<file path="config.mk">
export PLATFORM = sky130hd
export DESIGN_NAME = input_event_capture
export DESIGN_NICKNAME = d
export VERILOG_FILES = /design/src/rtl/input_event_capture.sv
export SDC_FILE = /design/constraint.sdc
export NUM_CORES = 1
export LEC_CHECK = 0
export CAP_MARGIN = 20
export CORE_MARGIN = 1.5
export CORE_UTILIZATION = 45
export CTS_BUF_LIST = sky130_fd_sc_hd__clkbuf_8
export CTS_CLUSTER_SIZE = 40
export DETAILED_ROUTE_END_ITERATION = 8
export SLEW_MARGIN = 20
export SYNTH_ARGS = -nofsm -noshare
export SYNTH_HDL_FRONTEND = slang
export SYNTH_SLANG_ARGS = --single-unit
</file>
<file path="constraint.sdc">
create_clock -name clk -period 20.8 [get_ports clk]
set_input_delay 3.12 -clock clk [delete_from_list [all_inputs] [get_ports clk]]
set_output_delay 3.12 -clock clk [all_outputs]
set_load 0.005 [all_outputs]
</file>
<file path="src/rtl/input_event_capture.sv">
// Input event timestamper: syncs 23 input lines and queues one {timestamp, changed-mask, levels}
// entry per cycle with an enabled change. Optional per-line lockout: INPUT_EVENT_CAPTURE_LOCKOUT_EN.
module input_event_capture #(
    parameter int unsigned DEPTH_LOG2     = 4,
    parameter logic [15:0] LOCKOUT_CYCLES = 16'd48000,
    parameter logic [31:0] TS_RESET       = 32'd0
) (
    input  logic        clk,
    input  logic        reset,
    input  logic        cs,
    input  logic [1:0]  wr,
    input  logic [3:0]  address,
    input  logic [15:0] din,
    output logic [15:0] dout,
    input  logic [15:0] gamepad,
    input  logic [6:0]  user_in,
    output logic        irq
);
    localparam int unsigned DEPTH = 1 << DEPTH_LOG2;
    localparam int unsigned NL    = 23;
    localparam logic [DEPTH_LOG2:0]   FULL_CNT = (DEPTH_LOG2+1)'(DEPTH);
    localparam logic [DEPTH_LOG2:0]   CNT_ONE  = (DEPTH_LOG2+1)'(1);
    localparam logic [DEPTH_LOG2-1:0] PTR_ONE  = DEPTH_LOG2'(1);

    typedef struct packed {
        logic [31:0]   ts;
        logic [NL-1:0] chg;
        logic [NL-1:0] lvl;
    } entry_t;

    logic [NL-1:0]         r_sync1, r_sync2, r_prev;
    logic [31:0]           r_now;
    logic [15:0]           r_now_hi;
    logic                  r_cap_en, r_irq_en, r_overflow;
    logic [15:0]           r_mask_pad;
    logic [6:0]            r_mask_user;
    entry_t                r_mem [DEPTH];
    logic [DEPTH_LOG2-1:0] r_wptr, r_rptr;
    logic [DEPTH_LOG2:0]   r_count;

    logic                  w_we, w_we_lo, w_we_hi;
    logic                  w_flush, w_pop_req, w_pop, w_push_req, w_push, w_drop;
    logic                  w_empty, w_full;
    logic [NL-1:0]         w_change, w_eff;
    logic [15:0]           w_status;
    entry_t                w_head;

    // Bus writes: a write takes effect on the clock edge where cs=1 and wr!=00; no wait states.
    assign w_we    = cs && (wr != 2'b00);
    assign w_we_lo = cs && wr[0];
    assign w_we_hi = cs && wr[1];

    assign w_flush   = w_we_lo && (address == 4'd1) && din[2];
    assign w_pop_req = w_we && (address == 4'd10);
    assign w_empty   = (r_count == '0);
    assign w_full    = (r_count == FULL_CNT);
    assign w_change  = r_sync2 ^ r_prev;

`ifdef INPUT_EVENT_CAPTURE_LOCKOUT_EN
    logic [15:0]   r_lock [NL];
    logic [NL-1:0] w_locked;

    always_comb begin
        for (int i = 0; i < NL; i++) w_locked[i] = (r_lock[i] != 16'd0);
    end

    assign w_eff = w_change & {r_mask_user, r_mask_pad} & ~w_locked;

    // Lockout starts on any contribution, even one dropped because the FIFO was full.
    always_ff @(posedge clk or posedge reset) begin
        if (reset) begin
            for (int i = 0; i < NL; i++) r_lock[i] <= 16'd0;
        end else begin
            for (int i = 0; i < NL; i++) begin
                if (w_flush)                   r_lock[i] <= 16'd0;
                else if (r_cap_en && w_eff[i]) r_lock[i] <= LOCKOUT_CYCLES;
                else if (w_locked[i])          r_lock[i] <= r_lock[i] - 16'd1;
            end
        end
    end
`else
    assign w_eff = w_change & {r_mask_user, r_mask_pad};
`endif

    assign w_push_req = r_cap_en && (w_eff != '0) && !w_flush;
    assign w_pop      = w_pop_req && !w_empty && !w_flush;
    assign w_push     = w_push_req && (!w_full || w_pop);
    assign w_drop     = w_push_req && w_full && !w_pop;

    always_ff @(posedge clk) begin
        if (w_push) r_mem[r_wptr] <= '{ts: r_now, chg: w_eff, lvl: r_sync2};
    end

    always_ff @(posedge clk or posedge reset) begin
        if (reset) begin
            r_sync1     <= '0;
            r_sync2     <= '0;
            r_prev      <= '0;
            r_now       <= TS_RESET;
            r_now_hi    <= 16'd0;
            r_cap_en    <= 1'b0;
            r_irq_en    <= 1'b0;
            r_overflow  <= 1'b0;
            r_mask_pad  <= 16'd0;
            r_mask_user <= 7'd0;
            r_wptr      <= '0;
            r_rptr      <= '0;
            r_count     <= '0;
        end else begin
            r_sync1 <= {user_in, gamepad};
            r_sync2 <= r_sync1;
            r_prev  <= r_sync2;
            r_now   <= r_now + 32'd1;

            if (w_we_lo && address == 4'd1) begin
                r_cap_en <= din[0];
                r_irq_en <= din[1];
            end
            if (w_we_lo && address == 4'd2) r_mask_pad[7:0]  <= din[7:0];
            if (w_we_hi && address == 4'd2) r_mask_pad[15:8] <= din[15:8];
            if (w_we_lo && address == 4'd3) r_mask_user      <= din[6:0];
            if (w_we && address == 4'd12)   r_now_hi         <= r_now[31:16];

            // A drop in the same cycle as a clear keeps the flag set.
            if (w_we_hi && address == 4'd0 && din[10]) r_overflow <= 1'b0;
            if (w_drop)                                r_overflow <= 1'b1;

            if (w_flush) begin
                r_wptr  <= '0;
                r_rptr  <= '0;
                r_count <= '0;
            end else begin
                if (w_push) r_wptr <= r_wptr + PTR_ONE;
                if (w_pop)  r_rptr <= r_rptr + PTR_ONE;
                if (w_push && !w_pop)      r_count <= r_count + CNT_ONE;
                else if (w_pop && !w_push) r_count <= r_count - CNT_ONE;
            end
        end
    end

    assign irq = r_irq_en && !w_empty;

    always_comb begin
        w_status               = 16'd0;
        w_status[DEPTH_LOG2:0] = r_count;
        w_status[8]            = w_empty;
        w_status[9]            = w_full;
        w_status[10]           = r_overflow;
    end

    always_comb begin
        w_head = w_empty ? '0 : r_mem[r_rptr];
        dout   = 16'd0;
        case (address)
            4'd0:    dout = w_status;
            4'd1:    dout = {14'd0, r_irq_en, r_cap_en};
            4'd2:    dout = r_mask_pad;
            4'd3:    dout = {9'd0, r_mask_user};
            4'd4:    dout = w_head.ts[31:16];
            4'd5:    dout = w_head.ts[15:0];
            4'd6:    dout = w_head.chg[15:0];
            4'd7:    dout = {9'd0, w_head.chg[22:16]};
            4'd8:    dout = w_head.lvl[15:0];
            4'd9:    dout = {9'd0, w_head.lvl[22:16]};
            4'd11:   dout = r_now_hi;
            4'd12:   dout = r_now[15:0];
            default: dout = 16'd0;
        endcase
    end
endmodule

</file>
==> results of run 1 <==
-- path summary, 6_finish.rpt --
path	slack, ns	endpoint
setup / recovery	10.69	dout[6]
hold / removal	0.32	r_sync2[12]
setup reg to reg	15.52	r_mem[11][70]
hold reg to reg	0.32	r_sync2[12]
max in group asynchronous	16.39	r_rptr[0]
min in group asynchronous	2.73	r_sync2[12]
-- layer usage --
metal,vias up,global-route usage [%]
met5,-,0
met4,0,7.48
li1,11100,-
met3,225,4.24
met1,14600,33.6
met2,1202,37.8
-- state kept, by name, summed over array words and instances (netlist names) --
signal / cells
r_mem: 1248
r_now: 32
r_prev: 23
r_sync1: 23
r_sync2: 23
r_mask_pad: 16
r_now_hi: 16
r_mask_user: 7
r_count: 5
r_rptr: 4
r_wptr: 4
r_cap_en: 1
r_irq_en: 1
r_overflow: 1
-- power breakdown --
part / leakage [nW] / switching (mW) / internal, mW
Combinational: 4.42 / 1.03 / 0.795
Sequential: 13.2 / 0.125 / 3.26
Clock: 2.49 / 1.08 / 1.16
Total: 20.1 / 2.23 / 5.21
-- worst max-delay path: cells and delay by family --
kind | cells | cell delay [ns]
AND/OR/NAND/NOR | 5 | 1.63
buffers and inverters | 2 | 1.44
AO/OA/AOI/OAI | 2 | 0.80
-- cell families after synthesis --
logic type	count (synthesis)	synth area share [%]
multiplexers	487	16.2
flip-flops	1404	76.4
adder cells (fa/ha/maj)	11	0.268
XOR/XNOR	60	0.971
AO/OA/AOI/OAI	170	2.34
AND/OR/NAND/NOR	272	2.61
buffers and inverters	128	1.17
-- cell usage in the layout, fill, tap and decap left out, types with 10 or more instances in the layout --
master	count
a21oi_1	18
a221oi_1	18
a222oi_1	10
a22o_1	12
a22oi_1	42
and2_1	29
buf_4	55
clkbuf_8	252
clkdlybuf4s50_1	64
clkinv_1	34
clkinv_2	39
dfrtp_1	152
edfxtp_1	1248
ha_1	10
inv_1	81
mux2_2	44
mux2i_1	137
mux4_2	306
nand2_1	54
nand3_1	37
nand4_1	21
nor2_1	36
nor2b_1	11
nor3_1	18
nor4_1	11
o21ai_0	15
o22ai_1	21
xnor2_1	29
xor2_1	31
-- stage by stage --
step                      hold WS, ns  util (%)
after floorplan                 0.331         -
after global placement          0.337      47.5
after detailed placement        0.336      47.5
after CTS                       0.316      51.0
after global routing            0.328      51.1
final                           0.321      51.1
-- layout make-up --
| cell class | count | area share (%) |
|---|---|---|
| timing repair buffer | 122 | 1.82 |
| antenna | 4 | 0.0164 |
| multi-input combinational | 1000 | 20.0 |
| sequential | 1404 | 67.8 |
| tap | 1612 | 3.30 |
| clock inverter | 159 | 1.35 |
| inverter | 12 | 0.0860 |
| clock buffer | 252 | 5.68 |
==> results.toml, run 1 <==
[sta]
setup_violations = 0
skew_ns = 0.0610
drv_slew = 0
relSlewSlack_pct = 23.0
setup_slack_ns = 10.69
finalSetupTns_ns = 0
hold_violations = 0
period_needed_ns = 10.11
grt_setup_unrepaired = "no"
worst_pin_slew_ns = 1.16
min_period_over_period_pct = 48.6
fmax_mhz = 98.9

[critical_path]
critical_path_class = "input port to primary output"
start_kind = "input port"
reg2reg_depth = 9
critPathMaxFanout = 14
crit_path_top_delay_cell = "nor3_1"
end_kind = "primary output"
r2r-start = "r_sync2[19]"
crit_arrival_ns = 6.99
max_stage_delay_ns = 0.89
cp-startpoint = "address[3]"
required_ns = 17.68
path_cells = "clkdlybuf4s50_1, nand2b_1, nor3_1, nand2_1, o22ai_1, nor4_1, nor3b_1, o21ai_0, clkdlybuf4s50_1"
path_common_cell = "clkdlybuf4s50_1"

[route]
firstDrtPassIters = 6
vias_per_cell = 5.92
vias = 27000
drt_first_iter_violations = 3150
route.detailed.drc = 0
highest_layer = "met4"
wl_met2_um = 68700
routed_wl_um = 143000
met1_length_um = 60600
avgRoutedWirePerCell_um = 31.3
postRouteAntennaNets = 0
dr_wl_met3_um = 9860

[min_path]
worstHoldPathType = "flop to flop"
hp-start = "r_sync1[12]"
hold_path_depth = 0

[clocking]
clock-root-buffer = "clkbuf_8"
clk_path_buf_depth = 3
cts_tree = "done"
clk_latency_ns = 0.92
htreeDepth = 4
cts_resized = 0
cts_made_buffers = 219
holdBufCountCts = 0
cts_sinks = 1404
post-cts-setup-buffers = 0
clkTransAtPathRegs_ns = 0.06

[synth]
synthTopCellsByArea = "edfxtp_1 (69%), mux4_2 (13%), dfrtp_1 (7.2%)"
ys.flop_type = "edfxtp_1"
ys_async_sr_fraction_pct = 11.1
ys_seq_area_share_pct = 76.4
synth_common_cells = "edfxtp_1 (1248), mux4_2 (306), dfrtp_1 (156)"
synth_warnings = 0
yosys.area.top_type = "edfxtp_1"
synth.most_common_cell = "edfxtp_1"
ys_ff_latch = 1404
syn_avg_cell_area_um2 = 21.4
synth_top_area_share_pct = 69.2
synthCells = 2532
netlist_area_um2 = 54100
synth_nets = 2591
synth-edff-count = 1248
yosysUniqueCellTypes = 63

[status]
outcome = "complete, no violations"

[placement]
place_inst = 4150
portBuffers = 64
place_ws_ns = 10.73
finalWeightedCongestion = 0.898
place_area_um2 = 56800
dpl.hpwl_um = 80900

[floorplan]
die_area_um2 = 122000
ioPinCount = 65
core-area_um2 = 120000
die_h_um = 350
start_util_pct = 45.2
num_rows = 127
die_w_um = 350

[global_route]
globalRouteOverflowTotal = 0
grt_max_degree = 133
grt_pass1_wl_um = 204000
track_usage_pct = 23.7
antenna_found_initial = 4
grt_pass1_vias = 27900

[layout]
drive_gt1_share_pct = 25.3
multiInputGateArea_um2 = 12200
final_area_um2 = 61100
nets = 2818
fillers = 9443
final-instance-count-excl-fill = 4565
synthToLayoutAreaGrowth_pct = 12.9
seqCellArea_um2 = 41400

[power]
p_total_mw = 7.44
power_density_nw_per_um2 = 122
p_leak_nw = 20.1
ir_worst_vdd_v = 0.0000894

[flow_run]
cap_violations = 0
Note: power is estimated with default switching activity, not from simulation.
==> inputs of run 2 (changes only) <==
clock period = 9.4 ns   (was 20.8 ns; I/O delays follow)
==> run 2 against run 1 <==
Critical path depth unchanged. Sequential cell count unchanged. Routed wire length decreased by 0.79%. First-iteration DRC count increased by 0.89%. Critical endpoint is now dout[1].
==> results.toml, run 2 (same netlist as run 1, synthesis figures left out) <==
[route]
firstDrtPassIters = 6
postRouteAntennaNets = 0
vias = 26700
avgRoutedWirePerCell_um = 31.1
routed_wl_um = 142000
drt_first_iter_violations = 3178
vias_per_cell = 5.85
route.detailed.drc = 0

[sta]
fmax_mhz = 147
relSlewSlack_pct = 25.3
hold_violations = 0
period_needed_ns = 6.79
min_period_over_period_pct = 72.2
grt_setup_unrepaired = "no"
finalSetupTns_ns = 0
drv_slew = 0
skew_ns = 0.0565
setup_violations = 0
setup_slack_ns = 2.61
worst_pin_slew_ns = 1.12
hold_ws_ns = 0.335

[floorplan]
die_w_um = 350
num_rows = 127
die_h_um = 350
die_area_um2 = 122000
core-area_um2 = 120000
ioPinCount = 65
start_util_pct = 45.2

[critical_path]
crit_path_top_delay_cell = "clkdlybuf4s50_1"
max_stage_delay_ns = 1.00
start_kind = "input port"
critPathMaxFanout = 18
r2r-start = "r_sync2[1]"
end_kind = "primary output"
crit_arrival_ns = 5.38
required_ns = 7.99
critical_path_class = "input port to primary output"
path_cells = "clkdlybuf4s50_1, nor2b_1, nand3_1, a221oi_1, o21ai_0, nor4b_1, and3_1, o21ai_0, clkdlybuf4s50_1"
cp-startpoint = "address[0]"

[global_route]
globalRouteOverflowTotal = 0
antenna_found_initial = 7
grt_pass1_wl_um = 202000
grt_pass1_vias = 27800
grt_max_degree = 124
track_usage_pct = 23.6

[layout]
layout_common_cells = "edfxtp_1 (1248), mux4_2 (306), clkbuf_8 (234), dfrtp_1 (152), mux2i_1 (137)"
fillers = 9509
layout_commonest_cell = "edfxtp_1"
largest-register = "r_mem"
drive_gt1_share_pct = 23.9
reg_top3 = "r_mem x1248, r_now x32"
largest_reg_flops = 1248
synthToLayoutAreaGrowth_pct = 12.6
nets = 2819

[placement]
portBuffers = 64
place_ws_ns = 2.63
finalWeightedCongestion = 0.893
dpl.hpwl_um = 80100

[flow_run]
cap_violations = 0

[min_path]
hp-start = "r_sync1[6]"
worstHoldPathType = "flop to flop"

[clocking]
cts_resized = 0
holdBufCountCts = 0
cts_sinks = 1404
clkTransAtPathRegs_ns = 0.07
htreeDepth = 4
clk_path_buf_depth = 3
clock-root-buffer = "clkbuf_8"
post-cts-setup-buffers = 0
cts_tree = "done"
cts_made_buffers = 219
clk_latency_ns = 0.90

[power]
p_leak_nw = 20.0
seq_power_share_pct = 46.4
power.switching_mw = 4.85
clkPwrFrac_pct = 29.2
p_int_mw = 11.3
pwr-share-comb_pct = 24.4
power_density_nw_per_um2 = 264
netSwitchingFraction_pct = 30.1
p_total_mw = 16.1
ir_worst_vdd_v = 0.000251

[status]
outcome = "complete, no violations"
## run 2: metrics by stage
stage	utilization, %	area, um2	std cells
2_1_floorplan	-	54100	2532
3_3_place_gp	47.6	56900	4151
3_5_place_dp	47.6	56900	4151
4_1_cts	50.9	61000	4560
5_1_grt	50.9	61000	4562
6_report	50.9	61000	4564
## run 2: power by group through the flow
stage,logic (mW),clock network [mW],registers [mW]
CTS,3.98,4.82,7.48
detailed placement,3.96,0,7.61
floorplan,2.74,0,7.45
global placement,3.98,0,7.58
finish,3.93,4.71,7.48
global route,4.14,5.09,7.51
## run 2: worst max-delay path, delay by kind of cell
kind	cells	cell delay (ns)
and+or+nand+nor	4	1.15
AOI/OAI and AO/OA	3	1.14
buffers and inverters	2	1.66
## run 2: final timing paths
check	to	slack [ns]	cells after the start
worst max-delay path	dout[1]	2.61	9
worst min-delay path	r_sync2[6]	0.34	0
worst max register to register	r_mem[13][70]	4.48	8
worst min register to register	r_sync2[6]	0.34	0
max in group asynchronous	r_rptr[2]	6.74	3
min in group asynchronous	r_sync1[13]	1.10	2
## run 2: cell type report
cell class | count | area, um2 | area share (%)
sequential | 1404 | 41400 | 67.9
tap | 1612 | 2020 | 3.31
timing repair buffer | 123 | 1210 | 1.98
multi-input combinational | 1000 | 12200 | 20.1
inverter | 12 | 52.6 | 0.0862
antenna | 4 | 10.0 | 0.0164
clock inverter | 175 | 833 | 1.37
clock buffer | 234 | 3220 | 5.28
## run 2: routing by layer
layer  routed length (um)  global-route usage, %
met3                10900                   5.50
met4                 4050                   7.85
met2                67700                   37.2
met1                59200                   32.5
met5                   13                      0
